### config.mk
export PLATFORM = sky130hd
export DESIGN_NAME = syn_s_rx
export DESIGN_NICKNAME = d
export VERILOG_FILES = /design/src/rtl/syn_pkg.sv /design/src/rtl/syn_s_lowmeter.sv /design/src/rtl/syn_s_rx.sv
export SDC_FILE = /design/constraint.sdc
export NUM_CORES = 1
export LEC_CHECK = 0
export CORE_MARGIN = 2
export CORE_UTILIZATION = 53
export DETAILED_ROUTE_END_ITERATION = 12
export HOLD_SLACK_MARGIN = 0.1
export PLACE_DENSITY = 0.74
export REMOVE_ABC_BUFFERS = 1
export SYNTH_ARGS = -nofsm -noshare
export SYNTH_HDL_FRONTEND = slang
export SYNTH_SLANG_ARGS = --single-unit
export TNS_END_PERCENT = 100
### constraint.sdc
create_clock -name clk_sys -period 5.6 [get_ports clk_sys]
set_input_delay 0.84 -clock clk_sys [delete_from_list [all_inputs] [get_ports clk_sys]]
set_output_delay 0.84 -clock clk_sys [all_outputs]
set_load 0.01 [all_outputs]
### src/rtl/syn_pkg.sv
// Shared definitions for the sync line: FSM states, frame geometry and default
// timing constants used by both the master and slave sides.
package syn_pkg;

    typedef enum logic [2:0] {
        S_IDLE      = 3'd0,
        S_WAIT_INFO = 3'd1,
        S_START     = 3'd2,
        S_DATA      = 3'd3,
        S_STOP      = 3'd4
    } syn_state_e;

    localparam int unsigned INFO_BITS = 40;
    localparam int unsigned UTC_W     = 32;
    localparam int unsigned CKS_W     = 8;

    localparam int unsigned BIT_US_DEF      = 4;
    localparam int unsigned SYNC_MIN_US_DEF = 8;
    localparam int unsigned SYNC_MAX_US_DEF = 12;
    localparam int unsigned INFO_WIN_US_DEF = 100;

    localparam int unsigned LOW_W_W = 8;

    // Mod-256 sum of the four UTC bytes.
    function automatic logic [CKS_W-1:0] frame_cks(input logic [UTC_W-1:0] d);
        return d[7:0] + d[15:8] + d[23:16] + d[31:24];
    endfunction

endpackage

### src/rtl/syn_s_lowmeter.sv
// Synchronizes the raw sync pin, detects its edges and measures how many
// microsecond ticks the line stayed low before each rising edge.
module syn_s_lowmeter
    import syn_pkg::*;
#(
    parameter int unsigned SYNC_MAX_US = SYNC_MAX_US_DEF
) (
    input  logic               clk_sys,
    input  logic               rst_n,
    input  logic               pluse_us,
    input  logic               rx_syn,
    output logic               rise,
    output logic               fall,
    output logic               line,
    output logic [LOW_W_W-1:0] low_w
);

    localparam logic [LOW_W_W-1:0] LOW_SAT = LOW_W_W'(SYNC_MAX_US + 1);

    function automatic logic [LOW_W_W-1:0] sat_inc(input logic [LOW_W_W-1:0] v);
        return (v >= LOW_SAT) ? LOW_SAT : v + LOW_W_W'(1);
    endfunction

    logic sync_p0, sync_p1, line_p2;
    logic rise_c, fall_c;

    assign rise_c = sync_p1 & ~line_p2;
    assign fall_c = ~sync_p1 & line_p2;
    assign line   = line_p2;

    // p0/p1: metastability chain; p2: edge-detect stage aligned with rise/fall/low_w
    always_ff @(posedge clk_sys or negedge rst_n) begin
        if (!rst_n) begin
            sync_p0 <= 1'b1;
            sync_p1 <= 1'b1;
            line_p2 <= 1'b1;
            rise    <= 1'b0;
            fall    <= 1'b0;
            low_w   <= '0;
        end else begin
            sync_p0 <= rx_syn;
            sync_p1 <= sync_p0;
            line_p2 <= sync_p1;
            rise    <= rise_c;
            fall    <= fall_c;
            // An edge in the same cycle as a tick wins; the tick is dropped.
            if (fall_c)
                low_w <= '0;
            else if (!rise_c && !sync_p1 && pluse_us)
                low_w <= sat_inc(low_w);
        end
    end

endmodule

### src/rtl/syn_s_rx.sv
// Slave receiver for the single-wire sync line: recovers the 1 PPS sync as a
// one-cycle strobe and decodes the following UTC info frame.
module syn_s_rx
    import syn_pkg::*;
#(
    parameter int unsigned SYNC_MIN_US = SYNC_MIN_US_DEF,
    parameter int unsigned SYNC_MAX_US = SYNC_MAX_US_DEF,
    parameter int unsigned BIT_US      = BIT_US_DEF,
    parameter int unsigned INFO_WIN_US = INFO_WIN_US_DEF
) (
    input  logic        clk_sys,
    input  logic        rst_n,
    input  logic        pluse_us,
    input  logic        rx_syn,
    output logic        fire_sync,
    output logic [31:0] utc_sec,
    output logic        utc_vld,
    output logic        err,
    output logic [7:0]  err_cnt
);

    localparam logic [LOW_W_W-1:0] MIN_W   = LOW_W_W'(SYNC_MIN_US);
    localparam logic [LOW_W_W-1:0] MAX_W   = LOW_W_W'(SYNC_MAX_US);
    localparam logic [7:0]         HALF_M1 = 8'(BIT_US / 2 - 1);
    localparam logic [7:0]         BIT_M1  = 8'(BIT_US - 1);
    localparam logic [15:0]        WIN_M1  = 16'(INFO_WIN_US - 1);
    localparam logic [5:0]         LAST_B  = 6'(INFO_BITS - 1);

    function automatic logic [7:0] sat_inc8(input logic [7:0] v);
        return (v == 8'hFF) ? v : v + 8'd1;
    endfunction

    logic               rise, fall, line;
    logic [LOW_W_W-1:0] low_w;

    syn_state_e           state;
    logic [7:0]           tcnt;
    logic [5:0]           bcnt;
    logic [15:0]          wcnt;
    logic [INFO_BITS-1:0] sr;
    logic                 half_tick, bit_tick, shift_en, cks_ok, err_hit;

    syn_s_lowmeter #(
        .SYNC_MAX_US(SYNC_MAX_US)
    ) u_meter (
        .clk_sys (clk_sys),
        .rst_n   (rst_n),
        .pluse_us(pluse_us),
        .rx_syn  (rx_syn),
        .rise    (rise),
        .fall    (fall),
        .line    (line),
        .low_w   (low_w)
    );

    assign half_tick = pluse_us && (tcnt == HALF_M1);
    assign bit_tick  = pluse_us && (tcnt == BIT_M1);
    assign shift_en  = (state == S_DATA) && bit_tick;
    assign cks_ok    = frame_cks(sr[UTC_W-1:0]) == sr[INFO_BITS-1:UTC_W];

    always_comb begin
        err_hit = 1'b0;
        unique case (state)
            S_IDLE:      err_hit = rise && (low_w > MAX_W);
            S_WAIT_INFO: err_hit = !fall && pluse_us && (wcnt == WIN_M1);
            S_STOP:      err_hit = bit_tick && !(line && cks_ok);
            default:     err_hit = 1'b0;
        endcase
    end

    // Frame payload shifts in LSB first; checksum ends up in the top byte.
    always_ff @(posedge clk_sys) begin
        if (shift_en)
            sr <= {line, sr[INFO_BITS-1:1]};
    end

    // Output stage: all strobes registered one cycle after their triggering event
    always_ff @(posedge clk_sys or negedge rst_n) begin
        if (!rst_n) begin
            state     <= S_IDLE;
            tcnt      <= '0;
            bcnt      <= '0;
            wcnt      <= '0;
            fire_sync <= 1'b0;
            utc_vld   <= 1'b0;
            err       <= 1'b0;
            err_cnt   <= '0;
            utc_sec   <= '0;
        end else begin
            fire_sync <= 1'b0;
            utc_vld   <= 1'b0;
            err       <= err_hit;
            if (err_hit)
                err_cnt <= sat_inc8(err_cnt);

            unique case (state)
                S_IDLE: begin
                    if (rise && (low_w >= MIN_W) && (low_w <= MAX_W)) begin
                        fire_sync <= 1'b1;
                        wcnt      <= '0;
                        state     <= S_WAIT_INFO;
                    end
                end
                S_WAIT_INFO: begin
                    if (fall) begin
                        tcnt  <= '0;
                        state <= S_START;
                    end else if (pluse_us) begin
                        if (wcnt == WIN_M1)
                            state <= S_IDLE;
                        else
                            wcnt <= wcnt + 16'd1;
                    end
                end
                S_START: begin
                    // A start bit that is high again at mid-bit was a glitch; the window keeps running.
                    if (half_tick) begin
                        tcnt <= '0;
                        if (!line) begin
                            bcnt  <= '0;
                            state <= S_DATA;
                        end else begin
                            state <= S_WAIT_INFO;
                        end
                    end else if (pluse_us) begin
                        tcnt <= tcnt + 8'd1;
                    end
                end
                S_DATA: begin
                    if (bit_tick) begin
                        tcnt <= '0;
                        if (bcnt == LAST_B)
                            state <= S_STOP;
                        else
                            bcnt <= bcnt + 6'd1;
                    end else if (pluse_us) begin
                        tcnt <= tcnt + 8'd1;
                    end
                end
                S_STOP: begin
                    if (bit_tick) begin
                        state <= S_IDLE;
                        if (line && cks_ok) begin
                            utc_sec <= sr[UTC_W-1:0];
                            utc_vld <= 1'b1;
                        end
                    end else if (pluse_us) begin
                        tcnt <= tcnt + 8'd1;
                    end
                end
                default: state <= S_IDLE;
            endcase
        end
    end

endmodule

# [Word-level counts from Yosys, hierarchy flattened]
# Cells that the tools add are included.
[totals] output_inout_bits=43 in_bits=4 wordCells=119 ff_bits=129
[op_classes] n_lt_le_gt_ge=4 muxes=35 n_bitwise=5 addsub=8 n_reduce_logical=27 n_eq_ne=24
[op_table] operator="2-to-1 mux 16 bit" n=4
[op_table] operator="2-to-1 mux 8 bit" n=8
[op_table] operator="one-hot mux 16 bit (2 select lines)" n=1
[op_table] operator="one-hot mux 8 bit (4 select lines)" n=1
[op_table] operator="adder 8 x 1 -> 8 bit, second input constant" n=3
[op_table] operator="adder 8 bit" n=3
[op_table] operator="2-to-1 mux 3 bit" n=8
[op_table] operator="2-to-1 mux 6 bit" n=4
[op_table] operator="!= test 2 bit, second input constant" n=10
[op_table] operator="adder 16 x 1 -> 16 bit, second input constant" n=1
[op_table] operator="== test 16 x 7 -> 1 bit, second input constant" n=1
[op_table] operator=">= comparator 8 x 4 -> 1 bit, second input constant" n=2
[op_table] operator="one-hot mux 3 bit (5 select lines)" n=1
[op_table] operator="logical AND 1 bit" n=12
[op_table] operator="one-hot mux 6 bit (2 select lines)" n=1
[op_table] operator="AND reduction 5 bit" n=2
[op_table] operator="== test 8 x 1 -> 1 bit, second input constant" n=1
[op_table] operator="== test 8 x 2 -> 1 bit, second input constant" n=1
[op_table] operator="== test 8 bit" n=1
[op_table] operator="== test 8 bit, second input constant" n=1
[op_table] operator="> comparator 8 x 4 -> 1 bit, second input constant" n=1
[op_table] operator="less-or-equal comparator 8 x 4 -> 1 bit, second input constant" n=1
[op_table] operator="AND reduction 7 bit" n=1
[op_table] operator="adder 6 x 1 -> 6 bit, second input constant" n=1
[op_table] operator="other kinds (17)" n=33

# [Depth between registers and ports, before layout]
# Gate-level depths: netlist of run 1.
[logic_depth] ltp_word=9 ltp_mapped=15 mapped_depth_nobuf=13

# [Hierarchy]
# From an unflattened synthesis of run 1, not the netlist that was laid out.
[unflattened] hier_cells=482 hier_area_um2=6150.9
[modules_own_cells] mod="syn_s_rx" area_per_inst_um2=5571.6 seq_area_each_um2=3103.0 n_inst=1 cells_per_inst=434
[modules_own_cells] mod="syn_s_lowmeter" area_per_inst_um2=579.3 seq_area_each_um2=329.1 n_inst=1 cells_per_inst=48

# [Least setup slack after synthesis of run 1]
# OpenSTA, ideal clock, no wires.
[synth_timing] path_type="reg-to-reg" from="register state[0]" to="register sr[0] (enable)" period_less_slack_ns=4.225 n_path_buf=2 setup_ns=0.487 arrival_time_ns=3.739 stages_incl_launch_ff=5 setup_slack_ns=1.375 required_ns=5.113 cell_sequence="dfrtp_1 clkbuf_1 clkbuf_1 nand2_1 nor3_1"
[synth_between] elab_chain_cells=2
[synth_rtl] element="start, declared" line_no="syn_s_rx.sv:36" source="syn_state_e state;"
[synth_rtl] element="start signal, assigned" line_no="syn_s_rx.sv:80" source="state <= S_IDLE;"
[synth_rtl] element="start signal, assigned" line_no="syn_s_rx.sv:101" source="state <= S_WAIT_INFO;"
[synth_rtl] element="start signal, assigned" line_no="syn_s_rx.sv:107" source="state <= S_START;"
[synth_rtl] element="== test 3 x 2 -> 1 bit" line_no="syn_s_rx.sv:58" source="assign shift_en = (state == S_DATA) && bit_tick;"
[synth_rtl] element="logical AND 1 bit" line_no="syn_s_rx.sv:58"
[synth_rtl] element="net shift_en" line_no="syn_s_rx.sv:41" source="logic half_tick, bit_tick, shift_en, cks_ok, err_hit;"
[synth_rtl] element="end signal, assigned" line_no="syn_s_rx.sv:74" source="sr <= {line, sr[INFO_BITS-1:1]};"
[synth_rtl] element="end, declared" line_no="syn_s_rx.sv:40" source="logic [INFO_BITS-1:0] sr;"
# The timed path passes the listed nets, and every way through them passes these cells.
# A chain may end at the register's enable or synchronous reset.

# [Worst setup path after layout of run 1]
[layout_timing] from="register sr[1]" to="register utc_sec[21]"
[layout_between] elab_chain_cells=6
[layout_rtl] element="adder 8 bit (3 in series)" line_no="syn_pkg.sv:26" source="return d[7:0] + d[15:8] + d[23:16] + d[31:24];"
[layout_rtl] element="== test 8 bit" line_no="syn_s_rx.sv:59" source="assign cks_ok = frame_cks(sr[UTC_W-1:0]) == sr[INFO_BITS-1:UTC_W];"
[layout_rtl] element="logical AND 1 bit" line_no="syn_s_rx.sv:143" source="if (line && cks_ok) begin"
[layout_rtl] element="AND reduction 3 bit (no source line)"
[layout_rtl] element="end signal, assigned" line_no="syn_s_rx.sv:144" source="utc_sec <= sr[UTC_W-1:0];"
[layout_rtl] element="end, declared" line_no="syn_s_rx.sv:16" source="output logic [31:0] utc_sec,"
# No other way between the ends.

==> results of run 1 <==
## layout make-up
class	count	area (sq um)	share of cell area
Timing Repair Buffer	49	480	0.0668
Clock inverter	14	154	0.0214
Multi-Input combinational cell	330	2460	0.342
Clock buffer	18	429	0.0597
Sequential cell	129	3430	0.477
Tap cell	140	175	0.0243
Inverter	17	63.8	0.00887
## sequential cells by signal (all words and copies together), names as in the netlist
register         cells
u_meter.rise         1
tcnt                 8
u_meter.sync_p1      1
err_cnt              8
u_meter.fall         1
utc_sec             32
u_meter.sync_p0      1
wcnt                16
bcnt                 6
u_meter.line         1
utc_vld              1
fire_sync            1
sr                  40
state                3
u_meter.low_w        8
err                  1
## metrics by stage
stage               power [uW]  cells  utilization  cell area [sq um]
detailed placement        1330    665        0.602               6610
CTS                       2410    697        0.655               7190
global route              2510    697        0.655               7190
finish                    2400    697        0.655               7190
floorplan                 1250    476            -               5950
global placement          1310    665        0.602               6610
## worst paths after layout
check	from	end	slack, ns
setup / recovery	sr[1]	utc_sec[21]	1.34
hold reg to reg	u_meter.sync_p0	u_meter.sync_p1	0.36
hold / removal	u_meter.sync_p0	u_meter.sync_p1	0.36
max in group asynchronous	rst_n	tcnt[3]	4.16
setup reg to reg	sr[1]	utc_sec[21]	1.34
min in group asynchronous	rst_n	utc_sec[22]	0.39
## cell families after synthesis
| family | after synthesis | share of synthesized area |
|---|---|---|
| simple gates | 157 | 0.135 |
| fa+ha+maj | 29 | 0.0776 |
| compound gates | 70 | 0.0720 |
| xor+xnor | 39 | 0.0566 |
| mux | 35 | 0.0654 |
| flops | 129 | 0.569 |
| buf+inv | 30 | 0.0241 |
## cell usage in the layout (no fill, tap or decap), drive strengths merged, types with 3 or more instances in the layout
cell type and count:
o21bai 3, nor3b 3, and3 7, nor4 7
nor3 9, a21oi 19, nor2 46, dfstp 3
nor2b 7, nand2 30, nand3 18, dfrtp 86
clkdlybuf4s50 45, edfxtp 40, clkinv 4, a31oi 3
xnor2 23, and4 3, clkbuf 18, nand4 7
xor2 16, nand2b 3, and2 5, buf 4
o21ai 24, a21o 3, or3 5, ha 15
fa 14, mux2 35, inv 23
## layer usage
metal | vias up | track usage | wire length, microns
li1 | 1849 | - | -
met3 | 9 | 0.0508 | 478
met5 | - | 0 | 0
met4 | 0 | 0.0667 | 98
met2 | 71 | 0.299 | 5300
met1 | 1907 | 0.266 | 5100
## critical path, stage by stage, from the launching register on
cell and delay (ns):
sky130_fd_sc_hd__edfxtp_1 0.43, sky130_fd_sc_hd__fa_1 0.56, sky130_fd_sc_hd__inv_1 0.05, sky130_fd_sc_hd__fa_1 0.50, sky130_fd_sc_hd__inv_1 0.04, sky130_fd_sc_hd__ha_1 0.22
sky130_fd_sc_hd__fa_1 0.41, sky130_fd_sc_hd__a21o_1 0.20, sky130_fd_sc_hd__a21oi_1 0.21, sky130_fd_sc_hd__o21ai_0 0.14, sky130_fd_sc_hd__xnor2_1 0.23, sky130_fd_sc_hd__and4_1 0.23
sky130_fd_sc_hd__nor2b_2 0.13, sky130_fd_sc_hd__buf_4 0.38, sky130_fd_sc_hd__mux2_2 0.39
## report_power, final
part	leakage, uW	total [uW]	internal [uW]	switching [uW]
clock network	0.000280	1080	662	420
logic	0.00120	265	93.8	171
registers	0.00158	1050	996	53.2
==> results, run 1 <==
- The total power per unit cell area is 333 mW/mm^2.
- CTS built an H-tree with a depth of 4.
- Across every metal layer, demand over resource in global routing totals 0.193.
- In the synthesized netlist the dominant register cell turns out to be sky130_fd_sc_hd__dfrtp_1.
- Counting I/O delays and the setup requirement, the final critical path takes 4.26 ns.
- By count the netlist is led by sky130_fd_sc_hd__dfrtp_1 (86), sky130_fd_sc_hd__nor2_1 (46), sky130_fd_sc_hd__edfxtp_1 (40).
- Yosys mapped the design onto 54 distinct sky130hd cell types.
- The total number of yosys warnings is 0.
- The worst ir drop on vdd is 0.000189 V.
- The total vias in the final route is 3836.
- In this run the remaining antenna-violating nets after routing total 0.
- In the routed layout, each cell is associated on average with a via count of 5.50.
- The number of max-slew violations in the final report is 0.
- The routed wire length per instance is 15.7 microns.
- The classification of the worst setup path is flop to flop.
- After filler insertion, the fill cell instance count of the layout stands at 815.
- The number of maximum-capacitance violations is 0.
- The static leakage power is 0.00306 uW.
- Of the post-synthesis cell area, the dominant cell type holds 0.357.
- The flow ran to the end, and the final reports show no timing, DRC or antenna violations.
- Clock tree synthesis found a total of 129 sinks.
- The detailed router's first-iteration violation count is 355.
- The number of resized instances in the post-cts repair step is 0.
- After detailed routing, the number of remaining DRC violations is 0.
- The number of antenna violations at the first check in global routing was 0.
- The first-pass iteration count of the detailed router is 4.
- Of the cells placed in the final design, the portion with a size suffix greater than 1 is 0.144.
- The number of cells on the worst reg-to-reg path is 14.
- Setup violations remaining at the end of the flow were counted as 0.
- The final layout contains 577 nets.
- The cell count after synthesis is 489.
- The hold path depth is 0.
- The number of flip-flops and latches in the synthesized netlist is 129.
- The worst setup path is captured at a flop.
- The site row count is 38.
- From left edge to right edge, the die measures 111 microns.
- Data on the critical path is required at its endpoint by 5.89 ns.
- The number of global-route vias before repair is 3935.
- The mean post-synth cell area is 12.3 sq um.
- For the pin with the worst max-slew slack, the measured transition is 0.968 ns.
- The share of flip-flops with an asynchronous set or reset is 0.690.
- The sequential element share of the synthesized area is 0.569.
- Prior to clock tree synthesis, the placed netlist has a worst setup slack of 1.32 ns.
- In this run, synthesis inferred 40 flip-flops with an integrated enable.
- Setup repair after global routing left no endpoint under its margin.
- The total grt overflow is 0.
- The die height is 111 microns.
- Setup slack closes at 1.34 ns.
- Timing would allow up to 235 MHz.
- Yosys instantiated no cell more often than sky130_fd_sc_hd__dfrtp_1.
- The area growth from synthesis to final layout is 19.3%.
- The relative max-transition margin is 0.354.
- The count of endpoints failing hold in the final timing report is 0.
- The number of buffers inserted by port buffering is 46.
- The total wire length is 11000 microns.
- The number of clock buffers added by TritonCTS is 17.
- The first global-routing pass estimated 18900 microns of wire.
- For the final database, setup skew stands at 0.00738 ns.
- The detailed-placement wirelength estimate is 7320 microns.
- The clock-pin slew reported for the worst setup and hold paths after clock tree synthesis is 0.06 ns.
- The starting density of the core is 0.549.
- The top-level I/O count is 47.
- The pin count of the biggest net entering global routing is 54.
- After clock tree synthesis, the flow added hold-fix buffers numbering 0.
- The clock root buffer is sky130_fd_sc_hd__clkbuf_16.
- TritonCTS built the clock tree.
- The type of the worst min-delay path is flop to flop.
- The die covers 0.0122 sq mm.
- The synthesized cell area is 0.00603 sq mm.
- The maximum net fanout on the critical path is 32.
- Dividing the final minimum period by the clock period gives 0.761.
- The placeable core region is 0.0110 sq mm.
- The arrival time of the worst setup path is 4.55 ns.
- The library cell with the largest summed area after synthesis is sky130_fd_sc_hd__dfrtp_1.
- The worst-skew pair later-pin latency is 0.41 ns.
- The type of element launching the critical path is a flop.
- The maximum number of buffers from clock root to sink is 2.
- In the final timing run, aggregate negative setup slack is 0 ns.
- The worst hold slack across all endpoints is 0.357 ns.
- At the end of routability-driven placement, the weighted congestion stood at 0.819.
- Sorting the synthesized cells by area gives the leading types as sky130_fd_sc_hd__dfrtp_1 (36%), sky130_fd_sc_hd__edfxtp_1 (20%), sky130_fd_sc_hd__mux2_2 (6.2%).
- The antenna cell count is 0.
- The setup fix buffers added after clock tree synthesis is 0.
No activity file was read; power rests on OpenSTA's default activity.
==> run 2, diff against run 1 <==
- PLACE_DENSITY: 0.74 -> 0.76
- clock period: 5.6 -> 3.83 ns (I/O delays scaled with it)
==> run 2 against run 1 <==
Effect of this change:
- the flow now finishes with violations (setup timing)
- maximum frequency grew 7.9%
- non-clock buffer count grew 20
- worst hold slack lost 0.086 ns
- total power grew 52%
- wire length grew 15%
- count of clock-buffer cells in the layout is the same
- critical endpoint is now utc_sec[23]
- highest routed layer unchanged
==> results, run 2 (synthesized netlist as in run 1, its figures left out) <==
- The switching part of the total power is 0.257 (-0.0115).
- From synthesis to final layout, the design area changed by 25.6%.
- The setup slack at placement is -0.172 ns (-1.49 ns).
- The detailed-placement wirelength estimate was 7880 microns (+7.6%).
- The total vias in the final route is 4024 (+4.9%).
- The relative max-transition margin was 0.328 (-0.0264).
- In this run the critical register-to-register path is captured at utc_sec[23].
- The count of cells along the worst register-to-register path is 16 (+2).
- The worst ir drop on vdd came to 0.000485 V (+160%).
- The worst clock skew was 0.0106 ns (+0.00325 ns).
- The die extent in x is 111 microns (unchanged).
- The static leakage power is 0.00322 uW (+5.2%).
- The classification of the worst setup path is flop to flop.
- Setup repair after global routing could not meet its margin everywhere.
- The post-layout utilization of the core is 0.690 (+0.0346).
- The site row count is 38 (unchanged).
- The count of endpoints failing hold in the final timing report came to 0 (unchanged).
- The total power per unit cell area was 480 mW/mm^2 (+44%).
- The DRC violation count after routing is 0 (unchanged).
- The number of buffers created by CTS came to 17 (unchanged).
- The arrival time of the worst setup path is 4.25 ns (-0.30 ns).
- The final clock period utilization by the worst path is 1.03 (+0.270).
- The pin count of the biggest net entering global routing is 68 (+26%).
- The CTS tree is yes.
- The final worst-path setup slack came to -0.120 ns (-1.46 ns).
- The share of cells above drive strength 1 is 0.189 (+0.0453).
- The starting density of the core was 0.549 (unchanged).
- STA classifies the critical path endpoint as a flop.
- The largest register by flop count is sr.
- The maximum net fanout on the critical path was 8 (-75%).
- CTS placed an instance of sky130_fd_sc_hd__clkbuf_16 at the clock tree root.
- The number of filler instances in the final layout is 742 (-9.0%).
- The post-route standard cell area excluding fillers is 0.00757 sq mm (+5.3%).
- The instance area at placement came to 0.00672 sq mm (+1.7%).
- Leaving out fill and tap cells, the most frequent cell in the layout is sky130_fd_sc_hd__dfrtp_1.
- The largest registers in the layout are sr (40), utc_sec (32), wcnt (16).
- The number of maximum-capacitance violations came to 0 (unchanged).
- The flow ran to the end, but the final reports show violations.
- The number of H-tree levels is 4 (unchanged).
- The top-level I/O count came to 47 (unchanged).
- The area of all sequential standard cells is 0.00343 sq mm (unchanged).
- The global-route wire length before repair was 20700 microns (+9.7%).
- The weighted congestion at the end of routability-driven global placement is 0.827 (+0.95%).
- The first-pass iteration count of the detailed router is 5 (+1).
- The register-to-register setup slack came to -0.12 ns (-1.46 ns).
- Leaving out fill and tap cells, the most frequent cells in the layout are sky130_fd_sc_hd__dfrtp_1 (86), sky130_fd_sc_hd__nor2_1 (46), sky130_fd_sc_hd__clkdlybuf4s50_1 (45), sky130_fd_sc_hd__edfxtp_1 (40), sky130_fd_sc_hd__nand2_1 (30).
- The checks that failed: setup timing.
- The number of max-slew violations in the final report is 0 (unchanged).
- The number of global-route vias before repair was 4155 (+5.6%).
- The placeable core region was 0.0110 sq mm (unchanged).
- The routed wire length per instance is 17.6 microns (+12%).
- The worst register-to-register path begins at sr[17].
- The maximum number of buffers from clock root to sink came to 2 (unchanged).
- The post-route non-filler standard cell count was 717 (+2.9%).
- The detailed router's first-iteration violation count is 393 (+11%).
- The fmax was 253 MHz (+7.9%).
- The antenna cell count came to 0 (unchanged).
- The overall fraction of global-route tracks in use is 0.217 (+0.0242).
- The sequential power share is 0.423 (-0.015).
- The count of endpoints failing setup in the final report is 32 (+32).
- The type of element launching the critical path is a flop.
- The clock-pin slew reported for the worst setup and hold paths after clock tree synthesis came to 0.06 ns (about the same).
- The area of the multi-input gates was 0.00258 sq mm (+4.9%).
- The number of nets with antenna violations after routing is 0 (unchanged).
- The via density per instance was 5.61 (+2.0%).
- The min-delay analysis places its worst path in the category input pin to async pin.
- The endpoint required time on the critical path is 4.13 ns (-1.76 ns).
- The sum of negative setup slack is -2.91 ns (-2.91 ns).
- The number of antenna violations at the first check in global routing was 0 (unchanged).
- The post-placement cell count is 678 (+2.0%).
- The number of hold buffers added after CTS is 0 (unchanged).
- The cell internal power dissipation is 2700 uW (+54%).
- The switching power of the nets is 935 uW (+45%).
- The number of nets in the final layout is 597 (+3.5%).
- The number of flip-flops in the largest register is 40 (unchanged).
- The worst-skew pair later-pin latency is 0.42 ns (about the same).
- The number of buffers inserted by port buffering is 46 (unchanged).
- The area of the die came to 0.0122 sq mm (unchanged).
- The clock group share of total power is 0.468 (+0.016).
- The clock period minus final worst setup slack was 3.95 ns (-0.311 ns).
- The die height is 111 microns (unchanged).
- The total wire length is 12600 microns (+15%).
- The total grt overflow came to 0 (unchanged).
- The transition time at the pin with the least slew margin was 1.01 ns (+0.0396 ns).
- The logic gate share of total power was 0.109 (about the same).
- The clock sink count was 129 (unchanged).
-- run 2: cell types whose count changed in the layout (fill, tap and decap cells not counted), moves of 2 or more --
cell	change
sky130_fd_sc_hd__mux2_2	-24
sky130_fd_sc_hd__clkinv_2	+3
sky130_fd_sc_hd__inv_6	-6
sky130_fd_sc_hd__buf_4	+14
sky130_fd_sc_hd__bufinv_16	+2
sky130_fd_sc_hd__mux2_1	-2
sky130_fd_sc_hd__buf_6	+3
sky130_fd_sc_hd__mux2_4	+26
sky130_fd_sc_hd__buf_16	+2
-- run 2: cell type report --
type / instances / share of cell area
Sequential cell: 129 / 0.453
Inverter: 17 / 0.00842
Clock buffer: 18 / 0.0580
Clock inverter: 14 / 0.0249
Tap cell: 140 / 0.0231
Timing Repair Buffer: 69 / 0.0917
Multi-Input combinational cell: 330 / 0.341
-- run 2: repair_timing --
item | CTS | global route
pin swaps | 8 | 5
resized for setup | 37 | 2
setup endpoints to repair | 33 | 40
buffers inserted | 3 | 2
cloned | 3 | 0
-- run 2: worst max-delay path: stages (launching register included) --
cell and delay [ns]:
sky130_fd_sc_hd__edfxtp_1 0.42, sky130_fd_sc_hd__fa_1 0.55, sky130_fd_sc_hd__inv_1 0.05, sky130_fd_sc_hd__fa_1 0.47, sky130_fd_sc_hd__inv_1 0.04, sky130_fd_sc_hd__ha_2 0.19
sky130_fd_sc_hd__fa_2 0.35, sky130_fd_sc_hd__buf_6 0.13, sky130_fd_sc_hd__xor2_2 0.17, sky130_fd_sc_hd__xnor2_1 0.16, sky130_fd_sc_hd__nand4_1 0.13, sky130_fd_sc_hd__nor2_1 0.12
sky130_fd_sc_hd__and4_1 0.22, sky130_fd_sc_hd__nor2b_4 0.22, sky130_fd_sc_hd__buf_6 0.16, sky130_fd_sc_hd__buf_16 0.15, sky130_fd_sc_hd__mux2_4 0.30
-- run 2: stage by stage --
step	hold WS (ns)	total power, uW
floorplan	0.279	1830
global placement	0.346	1920
detailed placement	0.347	1940
CTS	0.292	3650
global route	0.340	3770
finish	0.271	3630
-- run 2: power by group through the flow --
stage / Combinational, uW / Sequential [uW] / Clock (uW)
2_1_floorplan: 287 / 1540 / 0
3_3_place_gp: 366 / 1550 / 0
3_5_place_dp: 384 / 1560 / 0
4_1_cts: 393 / 1530 / 1730
5_1_grt: 445 / 1550 / 1780
6_report: 394 / 1540 / 1700
-- run 2: routing by layer --
| metal | global-route usage | up-vias | wire length [microns] |
|---|---|---|---|
| li1 | - | 1890 | - |
| met1 | 0.296 | 2018 | 5610 |
| met2 | 0.336 | 106 | 6290 |
| met3 | 0.0536 | 10 | 578 |
| met4 | 0.0900 | 0 | 137 |
| met5 | 0 | - | 0 |
-- run 2: worst max path at each step --
| stage | cells past startpoint | endpoint | slack [ns] | startpoint |
|---|---|---|---|---|
| finish | 16 | utc_sec[23] | -0.12 | sr[17] |
| floorplan | 13 | utc_sec[0] | -1.20 | sr[1] |
| detailed placement | 15 | utc_sec[13] | -0.17 | sr[1] |
| CTS | 16 | utc_sec[7] | -0.11 | sr[17] |
| global route | 15 | utc_sec[23] | -0.28 | sr[17] |
| global placement | 15 | utc_sec[20] | -0.06 | sr[1] |
==> run 3, diff against run 2 <==
- CORE_MARGIN: 2 -> unset
- SKIP_CTS_REPAIR_TIMING: unset -> 1
==> run 3 against run 2 <==
Effect of this change:
- the run still ends with setup timing left
- sequential power is essentially flat
- wire length decreased by 0.18%
- total power fell by 4.1%
- die area shrank 3.6%
- non-clock buffer count is 2 lower
- critical path depth down 1
- combinational power down 2%
- sequential share of layout area up 0.45 points
- flip-flop and latch count did not move
- register-to-register slack worse by 0.24 ns
- clock skew is essentially flat
- clock power is 8% lower
- critical endpoint is now utc_sec[11]
==> results, run 3 (synthesized netlist as in run 1, its figures left out) <==
- The cell internal power dissipation is 2550 uW (-5.4%).
- The number of H-tree levels came to 4 (unchanged).
- The clock group share of total power came to 0.449 (-0.019).
- The clock sink count is 129 (unchanged).
- The total wire length is 12600 microns (-0.18%).
- The checks that failed: setup timing.
- The worst setup path is of the flop to flop kind.
- The worst ir drop on vdd is 0.000311 V (-36%).
- From synthesis to final layout, the design area changed by 24.4%.
- More flip-flops sit in one register than any other, and that register is sr.
- In this run the clock root is driven by a sky130_fd_sc_hd__clkbuf_16.
- The maximum net fanout on the critical path is 8 (unchanged).
- The final clock period utilization by the worst path is 1.09 (+0.0621).
- The overall fraction of global-route tracks in use was 0.212 (-0.00531).
- The number of max-slew violations in the final report is 0 (unchanged).
- The logic gate share of total power is 0.111 (+0.002).
- The final worst-path setup slack is -0.358 ns (-0.238 ns).
- The switching power of the nets came to 932 uW (-0.34%).
- The transition time at the pin with the least slew margin is 0.991 ns (-0.0168 ns).
- The global-route wire length before repair was 18800 microns (-9.4%).
- The flow ran to the end, but the final reports show violations.
- The sequential power share came to 0.441 (+0.018).
- The number of maximum-capacitance violations is 0 (unchanged).
- The number of flip-flops in the largest register is 40 (unchanged).
- The nature of the critical path endpoint is a flop.
- The switching part of the total power is 0.267 (+0.0100).
- The number of nets with antenna violations after routing is 0 (unchanged).
- The number of filler instances in the final layout came to 772 (+4.0%).
- The library cell used most frequently in the layout, excluding fill and tap cells, is sky130_fd_sc_hd__dfrtp_1.
- The logic depth of the worst setup path including buffers is 15 (-1).
- The clock-pin slew reported for the worst setup and hold paths after clock tree synthesis came to 0.06 ns (about the same).
- The worst hold path belongs to the class input pin to async pin.
- The die extent in x is 109 microns (-1.8%).
- The area of the die is 0.0118 sq mm (-3.6%).
- The detailed-placement wirelength estimate came to 7460 microns (-5.3%).
- The top-level I/O count is 47 (unchanged).
- The fmax is 239 MHz (-5.7%).
- The routed wire length per instance is 17.6 microns (about the same).
- The count of buffering cells on the critical path with inverters included was 5 (unchanged).
- The relative max-transition margin is 0.339 (+0.0112).
- The count of endpoints failing hold in the final timing report is 0 (unchanged).
- The antenna cell count is 0 (unchanged).
- The clock period minus final worst setup slack is 4.19 ns (+0.238 ns).
- The library cells used most frequently in the layout, excluding fill and tap cells, are sky130_fd_sc_hd__dfrtp_1 (86), sky130_fd_sc_hd__nor2_1 (46), sky130_fd_sc_hd__clkdlybuf4s50_1 (45), sky130_fd_sc_hd__edfxtp_1 (40), sky130_fd_sc_hd__nand2_1 (30).
- The arrival time of the worst setup path was 4.49 ns (+0.24 ns).
- The share of cells above drive strength 1 was 0.183 (-0.00630).
- The pin count of the biggest net entering global routing is 74 (+8.8%).
- The first-pass iteration count of the detailed router was 4 (-1).
- The count of cells along the worst register-to-register path is 15 (-1).
- The site row count is 38 (unchanged).
- The worst clock skew is 0.0107 ns (+0.0000826 ns).
- The DRC violation count after routing is 0 (unchanged).
- The number of antenna violations at the first check in global routing was 0 (unchanged).
- Walking the worst path, the cells encountered are fa_1, inv_1, fa_1, inv_1, ha_2, buf_4, buf_4, a211oi_1, o21bai_1, a21oi_1, xnor2_1, and4_1, nor2b_4, buf_6, mux2_2.
- The count of endpoints failing setup in the final report is 32 (unchanged).
- Setup repair after global routing could not meet its margin everywhere.
- The placeable core region is 0.0110 sq mm (unchanged).
- The number of global-route vias before repair is 4041 (-2.7%).
- The number of buffers inserted by port buffering is 46 (unchanged).
- The detailed router's first-iteration violation count came to 271 (-31%).
- The type of element launching the critical path is a flop.
- The CTS tree is yes.
- In the final layout, the registers with the most flip-flops are sr (40), utc_sec (32), wcnt (16).
- The number of buffers created by CTS is 17 (unchanged).
- The starting density of the core is 0.549 (unchanged).
- The weighted congestion at the end of routability-driven global placement is 0.766 (-7.4%).
- The static leakage power was 0.00318 uW (-1.3%).
- The setup slack at placement is -0.205 ns (-0.0325 ns).
- The number of nets in the final layout is 595 (-0.34%).
- The worst stage delay on the critical path was 0.55 ns (about the same).
- The largest individual stage delay along the critical path comes from the cell sky130_fd_sc_hd__fa_1.
- The endpoint required time on the critical path is 4.13 ns (about the same).
- The maximum number of buffers from clock root to sink is 2 (unchanged).
- The total grt overflow is 0 (unchanged).
- The sum of negative setup slack is -10.78 ns (-7.87 ns).
- The kind of cell with the highest combined delay along the critical path is adder cells.
- The total power per unit cell area is 465 mW/mm^2 (-3.1%).
- The worst-skew pair later-pin latency is 0.42 ns (about the same).
- The via density per instance came to 5.69 (+1.4%).
- The total vias in the final route came to 4068 (+1.1%).
- The die height is 109 microns (-1.8%).
==> run 3: changes by cell type in the layout (fill, tap and decap cells not counted), moves of 2 or more <==
cell / change
sky130_fd_sc_hd__mux2_2: +2
sky130_fd_sc_hd__mux2_4: -2
sky130_fd_sc_hd__buf_16: -2
sky130_fd_sc_hd__clkinv_2: -3
sky130_fd_sc_hd__clkbuf_16: +2
sky130_fd_sc_hd__clkbuf_1: +3
sky130_fd_sc_hd__bufinv_16: -2
==> run 3: cell type report <==
class / count / area (sq um) / area share
sequential: 129 / 3430 / 0.458
timing repair buffer: 67 / 671 / 0.0894
inverter: 17 / 63.8 / 0.00851
tap: 140 / 175 / 0.0234
multi-input combinational: 330 / 2590 / 0.345
clock inverter: 12 / 135 / 0.0180
clock buffer: 20 / 437 / 0.0582
==> run 3: metal layers <==
metal / routed length (microns) / track usage
met1: 5590 / 0.281
met2: 6210 / 0.336
met3: 585 / 0.0460
met4: 204 / 0.0956
met5: 0 / 0
==> run 3: final timing paths <==
check	to	slack, ns	from
worst max-delay path	utc_sec[11]	-0.36	sr[17]
worst min-delay path	utc_sec[22]	0.28	rst_n
worst max register to register	utc_sec[11]	-0.36	sr[17]
worst min register to register	u_meter.sync_p1	0.35	u_meter.sync_p0
max in group asynchronous	err_cnt[7]	2.77	rst_n
min in group clk_sys	u_meter.sync_p1	0.35	u_meter.sync_p0
==> run 3: power by group through the flow <==
stage                     clock network, uW  registers (uW)  logic (uW)
after global placement                    0            1550         369
after detailed placement                  0            1560         383
after CTS                              1580            1530         386
after global routing                   1620            1540         440
after floorplan                           0            1540         287
final                                  1560            1540         385
==> run 3: per-stage QoR <==
stage          hold slack (ns)  std cells  instance area (sq um)  total power (uW)  utilization
2_1_floorplan            0.279        476                   5950              1830            -
3_3_place_gp             0.348        677                   6710              1920        0.611
3_5_place_dp             0.347        677                   6710              1940        0.611
4_1_cts                  0.331        709                   7290              3500        0.663
5_1_grt                  0.362        715                   7500              3610        0.683
6_report                 0.284        715                   7500              3490        0.683
